`src/rtl/mxv_frame_parser_if.sv`:
```
// Byte-stream input and RAM/vector write bus of the MxV frame parser.
// The parser sits on the slave side; the byte source and the sinks sit on the master side.
interface mxv_frame_parser_if #(
    parameter int DW    = 8,
    parameter int MAX_N = 8,
    parameter int BANKS = 4,
    parameter int AW    = (MAX_N * MAX_N / BANKS > 1) ? $clog2(MAX_N * MAX_N / BANKS) : 1
);
    localparam int NW = $clog2(MAX_N + 1);
    localparam int IW = (MAX_N > 1) ? $clog2(MAX_N) : 1;

    logic [DW-1:0]    rx_data;
    logic             rx_valid;
    logic [NW-1:0]    size_n;
    logic [BANKS-1:0] ram_we;
    logic [AW-1:0]    ram_addr;
    logic [DW-1:0]    ram_data;
    logic             vec_we;
    logic [IW-1:0]    vec_idx;
    logic [DW-1:0]    vec_data;
    logic             start_op;
    logic             frame_ok;
    logic             frame_err;
    logic [2:0]       err_code;
    logic             busy;

    modport master (
        output rx_data, rx_valid,
        input  size_n, ram_we, ram_addr, ram_data, vec_we, vec_idx, vec_data,
        input  start_op, frame_ok, frame_err, err_code, busy
    );

    modport slave (
        input  rx_data, rx_valid,
        output size_n, ram_we, ram_addr, ram_data, vec_we, vec_idx, vec_data,
        output start_op, frame_ok, frame_err, err_code, busy
    );
endinterface

```
`src/rtl/mxv_frame_parser.sv`:
```
// Parses 0xFE LEN CMD payload 0xEF frames from the UART byte stream and drives the
// banked matrix row RAMs, the vector register and the start pulse of the MxV block.
module mxv_frame_parser #(
    parameter int DW      = 8,
    parameter int MAX_N   = 8,
    parameter int BANKS   = 4,
    parameter int AW      = (MAX_N * MAX_N / BANKS > 1) ? $clog2(MAX_N * MAX_N / BANKS) : 1,
    parameter int TIMEOUT = 4096
) (
    input logic clk,
    input logic rst,
    mxv_frame_parser_if.slave bus
);
    localparam int NW  = $clog2(MAX_N + 1);
    localparam int IW  = (MAX_N > 1) ? $clog2(MAX_N) : 1;
    localparam int BKW = (BANKS > 1) ? $clog2(BANKS) : 1;
    localparam int BRW = (MAX_N / BANKS > 1) ? $clog2(MAX_N / BANKS) : 1;
    localparam int TW  = $clog2(TIMEOUT + 1);

    localparam logic [7:0] SOF     = 8'hFE;
    localparam logic [7:0] EOF     = 8'hEF;
    localparam logic [7:0] CMD_SET = 8'h01;
    localparam logic [7:0] CMD_MAT = 8'h03;
    localparam logic [7:0] CMD_VEC = 8'h04;

    typedef enum logic [2:0] {S_IDLE, S_LEN, S_CMD, S_PAYLOAD, S_TERM} state_t;

    state_t           state;
    logic [7:0]       len_r, cmd_r, cnt;
    logic [IW-1:0]    col;
    logic [BKW-1:0]   bank;
    logic [BRW-1:0]   brow;
    logic [NW-1:0]    staged_n;
    logic [TW-1:0]    tcount;

    logic [NW-1:0]    size_n;
    logic [BANKS-1:0] ram_we;
    logic [AW-1:0]    ram_addr;
    logic [DW-1:0]    ram_data;
    logic             vec_we;
    logic [IW-1:0]    vec_idx;
    logic [DW-1:0]    vec_data;
    logic             start_op, frame_ok, frame_err;
    logic [2:0]       err_code;

    logic [7:0]       byte8;
    logic [15:0]      nn;
    logic             cmd_known, len_ok, last_col, size_bad;

    assign byte8     = bus.rx_data[7:0];
    assign nn        = 16'(size_n) * 16'(size_n);
    assign cmd_known = (byte8 == CMD_SET) || (byte8 == CMD_MAT) || (byte8 == CMD_VEC);
    assign last_col  = (NW'(col) == size_n - NW'(1));
    assign size_bad  = (bus.rx_data == '0) || (bus.rx_data > DW'(MAX_N));

    // LEN is already latched when the CMD byte arrives, so both checks happen here.
    always_comb begin
        len_ok = 1'b0;
        case (byte8)
            CMD_SET: len_ok = (len_r == 8'd1);
            CMD_MAT: len_ok = (16'(len_r) == nn);
            CMD_VEC: len_ok = (len_r == 8'(size_n));
            default: len_ok = 1'b0;
        endcase
    end

    always_ff @(posedge clk or posedge rst) begin
        if (rst) begin
            state     <= S_IDLE;
            len_r     <= '0;
            cmd_r     <= '0;
            cnt       <= '0;
            col       <= '0;
            bank      <= '0;
            brow      <= '0;
            staged_n  <= '0;
            tcount    <= '0;
            size_n    <= NW'(MAX_N);
            ram_we    <= '0;
            ram_addr  <= '0;
            ram_data  <= '0;
            vec_we    <= 1'b0;
            vec_idx   <= '0;
            vec_data  <= '0;
            start_op  <= 1'b0;
            frame_ok  <= 1'b0;
            frame_err <= 1'b0;
            err_code  <= 3'd0;
        end else begin
            ram_we    <= '0;
            vec_we    <= 1'b0;
            start_op  <= 1'b0;
            frame_ok  <= 1'b0;
            frame_err <= 1'b0;
            if (bus.rx_valid) begin
                tcount <= '0;
                case (state)
                    S_IDLE: if (byte8 == SOF) state <= S_LEN;
                    S_LEN: begin
                        len_r <= byte8;
                        state <= S_CMD;
                    end
                    S_CMD: begin
                        cmd_r <= byte8;
                        cnt   <= '0;
                        col   <= '0;
                        bank  <= '0;
                        brow  <= '0;
                        if (!cmd_known) begin
                            frame_err <= 1'b1;
                            err_code  <= 3'd2;
                            state     <= S_IDLE;
                        end else if (!len_ok) begin
                            frame_err <= 1'b1;
                            err_code  <= 3'd1;
                            state     <= S_IDLE;
                        end else begin
                            state <= S_PAYLOAD;
                        end
                    end
                    S_PAYLOAD: begin
                        cnt <= cnt + 8'd1;
                        if (cnt == len_r - 8'd1) state <= S_TERM;
                        case (cmd_r)
                            CMD_SET: begin
                                if (size_bad) begin
                                    frame_err <= 1'b1;
                                    err_code  <= 3'd3;
                                    state     <= S_IDLE;
                                end else begin
                                    staged_n <= NW'(bus.rx_data);
                                end
                            end
                            CMD_MAT: begin
                                // Rows walk across banks first; each bank holds MAX_N-wide row slots.
                                ram_we   <= BANKS'(1) << bank;
                                ram_addr <= AW'(int'(brow) * MAX_N + int'(col));
                                ram_data <= bus.rx_data;
                                if (last_col) begin
                                    col <= '0;
                                    if (int'(bank) == BANKS - 1) begin
                                        bank <= '0;
                                        brow <= brow + BRW'(1);
                                    end else begin
                                        bank <= bank + BKW'(1);
                                    end
                                end else begin
                                    col <= col + IW'(1);
                                end
                            end
                            default: begin
                                vec_we   <= 1'b1;
                                vec_idx  <= IW'(cnt);
                                vec_data <= bus.rx_data;
                            end
                        endcase
                    end
                    S_TERM: begin
                        state <= S_IDLE;
                        if (byte8 == EOF) begin
                            frame_ok <= 1'b1;
                            err_code <= 3'd0;
                            if (cmd_r == CMD_SET) size_n <= staged_n;
                            if (cmd_r == CMD_VEC) start_op <= 1'b1;
                        end else begin
                            frame_err <= 1'b1;
                            err_code  <= 3'd4;
                        end
                    end
                    default: state <= S_IDLE;
                endcase
            end else if (state != S_IDLE) begin
                if (tcount == TW'(TIMEOUT - 1)) begin
                    frame_err <= 1'b1;
                    err_code  <= 3'd5;
                    state     <= S_IDLE;
                    tcount    <= '0;
                end else begin
                    tcount <= tcount + TW'(1);
                end
            end
        end
    end

    assign bus.size_n    = size_n;
    assign bus.ram_we    = ram_we;
    assign bus.ram_addr  = ram_addr;
    assign bus.ram_data  = ram_data;
    assign bus.vec_we    = vec_we;
    assign bus.vec_idx   = vec_idx;
    assign bus.vec_data  = vec_data;
    assign bus.start_op  = start_op;
    assign bus.frame_ok  = frame_ok;
    assign bus.frame_err = frame_err;
    assign bus.err_code  = err_code;
    assign bus.busy      = (state != S_IDLE);
endmodule

```
`src/flat_wrapper.sv`:
```
// flat-port wrapper written by rule: the top's interface ports become plain ports
module mxv_frame_parser_flat 
#(
    parameter int DW      = 8,
    parameter int MAX_N   = 8,
    parameter int BANKS   = 4,
    parameter int AW      = (MAX_N * MAX_N / BANKS > 1) ? $clog2(MAX_N * MAX_N / BANKS) : 1,
    parameter int TIMEOUT = 4096
)
  (clk, rst, bus_rx_data, bus_rx_valid, bus_size_n, bus_ram_we, bus_ram_addr, bus_ram_data, bus_vec_we, bus_vec_idx, bus_vec_data, bus_start_op, bus_frame_ok, bus_frame_err, bus_err_code, bus_busy);
  mxv_frame_parser_if #(.DW(DW), .MAX_N(MAX_N), .BANKS(BANKS), .AW(AW)) bus_i ();
  input logic clk;
  input logic rst;
  input wire logic [$bits(bus_i.rx_data)-1:0] bus_rx_data;
  input wire logic [$bits(bus_i.rx_valid)-1:0] bus_rx_valid;
  output wire logic [$bits(bus_i.size_n)-1:0] bus_size_n;
  output wire logic [$bits(bus_i.ram_we)-1:0] bus_ram_we;
  output wire logic [$bits(bus_i.ram_addr)-1:0] bus_ram_addr;
  output wire logic [$bits(bus_i.ram_data)-1:0] bus_ram_data;
  output wire logic [$bits(bus_i.vec_we)-1:0] bus_vec_we;
  output wire logic [$bits(bus_i.vec_idx)-1:0] bus_vec_idx;
  output wire logic [$bits(bus_i.vec_data)-1:0] bus_vec_data;
  output wire logic [$bits(bus_i.start_op)-1:0] bus_start_op;
  output wire logic [$bits(bus_i.frame_ok)-1:0] bus_frame_ok;
  output wire logic [$bits(bus_i.frame_err)-1:0] bus_frame_err;
  output wire logic [$bits(bus_i.err_code)-1:0] bus_err_code;
  output wire logic [$bits(bus_i.busy)-1:0] bus_busy;
  assign bus_i.rx_data = bus_rx_data;
  assign bus_i.rx_valid = bus_rx_valid;
  assign bus_size_n = bus_i.size_n;
  assign bus_ram_we = bus_i.ram_we;
  assign bus_ram_addr = bus_i.ram_addr;
  assign bus_ram_data = bus_i.ram_data;
  assign bus_vec_we = bus_i.vec_we;
  assign bus_vec_idx = bus_i.vec_idx;
  assign bus_vec_data = bus_i.vec_data;
  assign bus_start_op = bus_i.start_op;
  assign bus_frame_ok = bus_i.frame_ok;
  assign bus_frame_err = bus_i.frame_err;
  assign bus_err_code = bus_i.err_code;
  assign bus_busy = bus_i.busy;
  mxv_frame_parser #(.DW(DW), .MAX_N(MAX_N), .BANKS(BANKS), .AW(AW), .TIMEOUT(TIMEOUT)) u_core (.clk(clk), .rst(rst), .bus(bus_i));
endmodule
```
`config.mk`:
```
export PLATFORM = sky130hd
export DESIGN_NAME = mxv_frame_parser_flat
export DESIGN_NICKNAME = d
export VERILOG_FILES = /design/src/rtl/mxv_frame_parser_if.sv /design/src/rtl/mxv_frame_parser.sv /design/src/flat_wrapper.sv
export SDC_FILE = /design/constraint.sdc
export NUM_CORES = 1
export LEC_CHECK = 0
export CORE_MARGIN = 2
export CORE_UTILIZATION = 60
export CTS_CLUSTER_SIZE = 12
export DETAILED_ROUTE_END_ITERATION = 10
export PLACE_DENSITY_LB_ADDON = 0.1
export SETUP_SLACK_MARGIN = 0.4
export SLEW_MARGIN = 40
export SYNTH_ARGS = -nofsm -noshare
export SYNTH_HDL_FRONTEND = slang
export SYNTH_SLANG_ARGS = --single-unit
```
`constraint.sdc`:
```
create_clock -name clk -period 4.37 [get_ports clk]
set_input_delay 0.874 -clock clk [delete_from_list [all_inputs] [get_ports clk]]
set_output_delay 0.874 -clock clk [all_outputs]
set_load 0.01 [all_outputs]
```
# Word level (Yosys, flattened, before mapping)
# Cells that the tools add are included.
# W data, S select, Z words.
totals:
  ram_bits: 0
  output_inout_bits: 39
  inputBits: 11
  latchBits: 0
  mem_bits_ro: 0
  register_bits: 88
  n_memories: 0
  wordCells: 139
classes:
  shift: 1
  div_mod_pow: 0
  n_lt_le_gt_ge: 1
  n_eq_ne: 27
  muxes: 57
  n_mul: 1
  bitwise: 2
  reduce_logical: 22
  n_addsub: 8
ops:
  columns: ["operator", "n"]
  rows:
  - ["$mux W3", 18]
  - ["$mux W13", 3]
  - ["$eq A8 B1 Y1 const B", 3]
  - ["$mux W1", 21]
  - ["$eq A8 B2 Y1 const B", 2]
  - ["$eq A8 B3 Y1 const B", 2]
  - ["$eq A8 B8 Y1", 2]
  - ["$eq A8 B8 Y1 const B", 2]
  - ["$pmux W8 S2", 1]
  - ["$add A13 B1 Y13 const B", 1]
  - ["$eq A13 B12 Y1 const B", 1]
  - ["$mux W4", 3]
  - ["$pmux W3 S4", 1]
  - ["$reduce_and A3 Y1", 4]
  - ["$reduce_and A4 Y1", 3]
  - ["$ne A3 B2 Y1 const B", 3]
  - ["$pmux W3 S3", 1]
  - ["$add A8 B1 Y8 const B", 1]
  - ["$eq A8 B4 Y1", 1]
  - ["$gt A8 B4 Y1 const B", 1]
  - ["$logic_not A8 Y1", 1]
  - ["$mul A4 B4 Y8", 1]
  - ["$mux W2", 4]
  - ["$sub A8 B1 Y8 const B", 1]
  - ["27 further kinds", 38]

# Logic depth before layout (Yosys ltp)
depth:
  ltp_word: 7
  ltp_mapped: 11
  mapped_depth_nobuf: 10

# Least setup slack after synthesis
# Ideal clock, no wire load.
synth_timing:
  kind: "in2reg"
  from: "input port bus_rx_data[4]"
  to: "register u_core.err_code[0], in the netlist u_core.bus.err_code[0]"
  slack_ns: 1.277
  arrival_time_ns: 2.967
  required_ns: 4.244
  setup_ns: 0.126
  n_path_buf: 1
  cell_stages: 7
  cell_sequence: "or4_4 or4_1 buf_2 a2111oi_0 a311o_1 o22ai_2 o311a_1"
synth_between:
  elab_chain_cells: 6
  word_cells_on_any_way: 15
  cone_classes: "order compare (1); eq/ne (5); mux (4); reduce/logical (5)"
synth_rtl:
  columns: ["item", "line", "text"]
  rows:
  - ["start, declared", "flat_wrapper.sv:14", "input wire logic [$bits(bus_i.rx_data)-1:0] bus_rx_data;"]
  - ["branches (longest 6 deep; another with $gt A8 B4 Y1)", null, null]
  - ["end signal, assigned", "mxv_frame_parser.sv:111", "err_code <= 3'd2;"]
  - ["end signal, assigned", "mxv_frame_parser.sv:115", "err_code <= 3'd1;"]
  - ["end signal, assigned", "mxv_frame_parser.sv:128", "err_code <= 3'd3;"]
  - ["end, declared", "mxv_frame_parser.sv:44", "logic [2:0] err_code;"]
# Parallel ways; which one is timed is not known.
# A chain may end at the register's enable or synchronous reset.

# Worst setup path in the final report
layout_timing:
  from: "input port bus_rx_data[5]"
  to: "register u_core.err_code[0], in the netlist u_core.bus.err_code[0]"
# Same word-level chain as after synthesis.

==> out/results.txt <==
The run gives 0.467 as the sequential cell area fraction in the yosys report. For the via total after detailed routing, the log shows 3647. When the netlist entered floorplanning its net count stood at 507. The run gives 0 as the total congestion overflow after global routing.

Data on the critical path arrives at its endpoint at 3.74 ns. The final cycle utilization of the critical path is 0.803, and the count of fill cells added during filler insertion is 604. For the maximum number of buffers from clock root to sink, the log shows 2.

The class of the tightest hold or removal check is reg2reg. After the first detailed-routing iteration, the DRC count stood at 181. Clock-pin slew was measured on the worst setup and hold paths at 0.09 ns. The logs give 0.544 for the worst max-slew margin expressed relative to the limit and 0 for the number of setup buffers added after CTS. Yosys mapped a number of flops with a built-in enable equal to 0. Final HPWL from detailed placement: 7650 um. The post-route minimum period works out to 3.51 ns. The overall global routing resource usage is 0.269, and the die span in x is 92.7 um.

The global routing stage identified its most utilized layer as met2. The met3 track utilization from global routing was 0.0496. Setup total negative slack on the finished layout was measured at 0 ns. After routing the design area is 5510 um^2.

In the final routed layout, each cell accounts on average for 16.8 um. The analysis attributes to cell leakage a power of 0.00253 uW. For the total setup violations reported at the end of the flow, the log shows 0. Yosys printed 0 warnings. The tools report the wire length of the first global-routing pass as 18200 um.

The number of distinct standard cells referenced by the synthesized netlist is 54. The power density relative to cell area is 282 nW/um^2. Along the worst path, the maximum fanout reaches 6. In this run the count of I/O pins placed on the die edge is 50.

The final-report hold violation count was 0. The cell at the root of the clock tree was sky130_fd_sc_hd__clkbuf_8. After floorplanning, the core was divided into 32 placement rows. The async set or reset register ratio after synthesis is 1.00, and the die height is 92.7 um.

The die covers 8580 um^2. The run gives 0 as the initial antenna violation count. Once the clock tree was built, the resizer swapped 0 gates to a different size.

Synthesis produced a netlist whose cell count is 480. The worst setup path is captured at a flop. STA classifies the critical path startpoint as a primary input.

The share of post-route cells with drive strength above 1 came out at 0.124. The number of levels in the clock H-tree came out at 3. For the post-placement cell area, the log shows 5300 um^2. Buffers placed on the I/O ports in this run total 49. TritonCTS built the clock tree. The remaining antenna violation count after routing was 0; the area added between synthesis and finish was 16.8%. Setup repair after global routing left no endpoint under its margin. For the required time reported for the critical path endpoint, the log shows 4.60 ns. The final count of pins violating max slew was 0.

Counting the buffers created by CTS gives 9. The total standard cell area after synthesis came out at 4720 um^2. The average cell area after synthesis came out at 9.82 um^2. The maximum vdd ir drop is 194 uV, and the weighted congestion at the end of routability-driven global placement is 0.941. The number of max-capacitance violations reported came out at 0. The peak clock frequency supported by timing came out at 285 MHz. The critical path in this run is classified as in2reg.

Quantity of hold-fixing buffers added after cts: 0. The logs give 3683 for the number of global-route vias before repair and 0.388 for the met1 global-route usage. In this run the standard cell core region covers 7690 um^2. The sum of routed wire length over all layers is 10600 um, and the actual transition at the worst max-transition pin is 0.682 ns. The clock sink total came out at 88. The first detailed-routing pass ran for 4 iterations.

The worst clock skew was 0.0137 ns. The flip-flop cell with the highest count after synthesis is sky130_fd_sc_hd__dfrtp_1. The met2 capacity usage during global routing was 0.415; the post-synthesis register bit count was 88. The tools report the worst setup slack for register-to-register paths as 1.21 ns.

Entering global routing, the biggest net connects 55 pins. The logs give 0.613 for the initial core utilization and 0.35 ns for the clock insertion delay at the later pin of the skew report. Using the TritonRoute via totals, the vias-per-cell ratio works out to 5.81. The net count reported at finish came out at 548. The DRC violations left was 0; the diode insertion count for antenna repair was 0.

The flow ran to the end, and the final reports show no timing, DRC or antenna violations.
==> through the flow <==
stage / std cells / worst slack [ns] / hold WS, ns / utilization / total power, uW
after floorplan: 480 / 1.22 / 0.446 / - / 927
after global placement: 612 / 0.562 / 0.460 / 0.688 / 971
after detailed placement: 612 / 0.503 / 0.463 / 0.689 / 975
after CTS: 628 / 0.871 / 0.486 / 0.717 / 1570
after global routing: 628 / 0.650 / 0.507 / 0.717 / 1610
final: 628 / 0.860 / 0.484 / 0.717 / 1550
==> sequential cells by signal, indices dropped and copies added, names as in the netlist, 2 cells and up <==
| signal | count |
|---|---|
| u_core.tcount | 13 |
| u_core.bus.ram_data | 8 |
| u_core.bus.vec_data | 8 |
| u_core.cmd_r | 8 |
| u_core.cnt | 8 |
| u_core.len_r | 8 |
| u_core.bus.ram_addr | 4 |
| u_core.bus.ram_we | 4 |
| u_core.bus.size_n | 4 |
| u_core.staged_n | 4 |
| u_core.bus.err_code | 3 |
| u_core.bus.vec_idx | 3 |
| u_core.col | 3 |
| u_core.state | 3 |
| u_core.bank | 2 |
==> logic make-up after synthesis <==
logic type,synth area share
multiplexers,0.0807
adder cells (fa/ha/maj),0.0440
AND/OR/NAND/NOR,0.209
flip-flops,0.467
buffers and inverters,0.0308
AO/OA/AOI/OAI,0.111
XOR/XNOR,0.0568
==> worst paths after layout <==
path / from / end / cells after the start
max in group asynchronous: rst / u_core.bus.size_n[3]$_DFFE_PP1P_ / 3
setup / recovery: bus_rx_data[5] / u_core.bus.err_code[0]$_DFFE_PP0P_ / 8
min in group asynchronous: rst / u_core.tcount[0]$_DFFE_PP0P_ / 2
setup reg to reg: u_core.bus.size_n[1]$_DFFE_PP0P_ / u_core.bus.err_code[0]$_DFFE_PP0P_ / 10
hold / removal: u_core.bus.vec_data[4]$_DFFE_PP0P_ / u_core.bus.vec_data[4]$_DFFE_PP0P_ / 2
hold reg to reg: u_core.bus.vec_data[4]$_DFFE_PP0P_ / u_core.bus.vec_data[4]$_DFFE_PP0P_ / 2
==> layout by cell type (no fill, tap or decap), drive strengths merged, types with 3 or more instances in the layout <==
| cell | instances |
|---|---|
| and4 | 4 |
| nand2 | 68 |
| or3 | 4 |
| nor3b | 5 |
| nor2b | 6 |
| nor3 | 12 |
| inv | 16 |
| nor2 | 31 |
| xnor2 | 15 |
| ha | 15 |
| nand3b | 3 |
| nor4 | 7 |
| a211oi | 5 |
| and3 | 10 |
| xor2 | 13 |
| o31ai | 4 |
| o211ai | 3 |
| buf | 5 |
| nand3 | 12 |
| o21ai | 29 |
| nand2b | 12 |
| clkbuf | 10 |
| a21oi | 13 |
| or4 | 4 |
| a21o | 6 |
| mux2 | 32 |
| dfrtp | 87 |
| and2 | 10 |
| clkdlybuf4s50 | 49 |
| nand4 | 3 |
| a22o | 3 |
==> metal layers <==
layer,vias to the layer above,wire [um]
met5,-,0
met4,0,187
met3,17,522
met2,92,4810
met1,1774,5050
li1,1764,-
==> report_power, final <==
part	internal (uW)	switching (uW)	total [uW]	leakage (uW)
sequential	828	18.2	846	0.00120
combinational	47.7	63.6	111	0.00123
clock	289	307	596	0.000105
total	1160	389	1550	0.00253
==> synthesized netlist by cell type (3+ instances only) <==
cell | count | area (um^2)
sky130_fd_sc_hd__inv_1 | 14 | 52.6
sky130_fd_sc_hd__a21o_1 | 6 | 45.0
sky130_fd_sc_hd__a22o_1 | 3 | 26.3
sky130_fd_sc_hd__xor2_1 | 13 | 114
sky130_fd_sc_hd__nand2_1 | 68 | 255
sky130_fd_sc_hd__and3_1 | 9 | 56.3
sky130_fd_sc_hd__nor2_1 | 31 | 116
sky130_fd_sc_hd__nand2b_1 | 12 | 75.1
sky130_fd_sc_hd__nor3_1 | 12 | 60.1
sky130_fd_sc_hd__nor3b_1 | 5 | 37.5
sky130_fd_sc_hd__nor2b_1 | 6 | 37.5
sky130_fd_sc_hd__or4_1 | 3 | 22.5
sky130_fd_sc_hd__a21oi_1 | 13 | 65.1
sky130_fd_sc_hd__nand4_1 | 3 | 18.8
sky130_fd_sc_hd__and4_1 | 4 | 35.0
sky130_fd_sc_hd__and2_1 | 10 | 62.6
sky130_fd_sc_hd__nand3b_1 | 3 | 22.5
sky130_fd_sc_hd__mux2_2 | 32 | 360
sky130_fd_sc_hd__dfrtp_1 | 87 | 2180
sky130_fd_sc_hd__a211oi_1 | 4 | 30.0
sky130_fd_sc_hd__clkbuf_1 | 21 | 78.8
sky130_fd_sc_hd__xnor2_1 | 15 | 131
sky130_fd_sc_hd__o31ai_1 | 4 | 30.0
sky130_fd_sc_hd__or3_1 | 4 | 25.0
sky130_fd_sc_hd__nand3_1 | 12 | 60.1
sky130_fd_sc_hd__ha_1 | 15 | 188
sky130_fd_sc_hd__o21ai_0 | 29 | 145
sky130_fd_sc_hd__nor4_1 | 7 | 43.8
sky130_fd_sc_hd__o211ai_1 | 3 | 22.5
==> layout make-up <==
cell class,instances,area [um^2],share of cell area
Inverter,14,57.6,0.0104
Timing Repair Buffer,54,541,0.0981
Sequential cell,88,2200,0.400
Clock inverter,6,75.1,0.0136
Multi-Input combinational cell,354,2370,0.430
Tap cell,102,128,0.0232
Clock buffer,10,138,0.0250
==> worst max-delay path, cell delays in order <==
cell                              delay [ns]
sky130_fd_sc_hd__clkdlybuf4s50_1        0.49
sky130_fd_sc_hd__or4_4                  0.59
sky130_fd_sc_hd__nor4_1                 0.51
sky130_fd_sc_hd__nor3_1                 0.12
sky130_fd_sc_hd__a2111oi_0              0.44
sky130_fd_sc_hd__a311o_1                0.25
sky130_fd_sc_hd__o22ai_2                0.15
sky130_fd_sc_hd__o311a_1                0.31
Power figures use the tool's default switching activity.
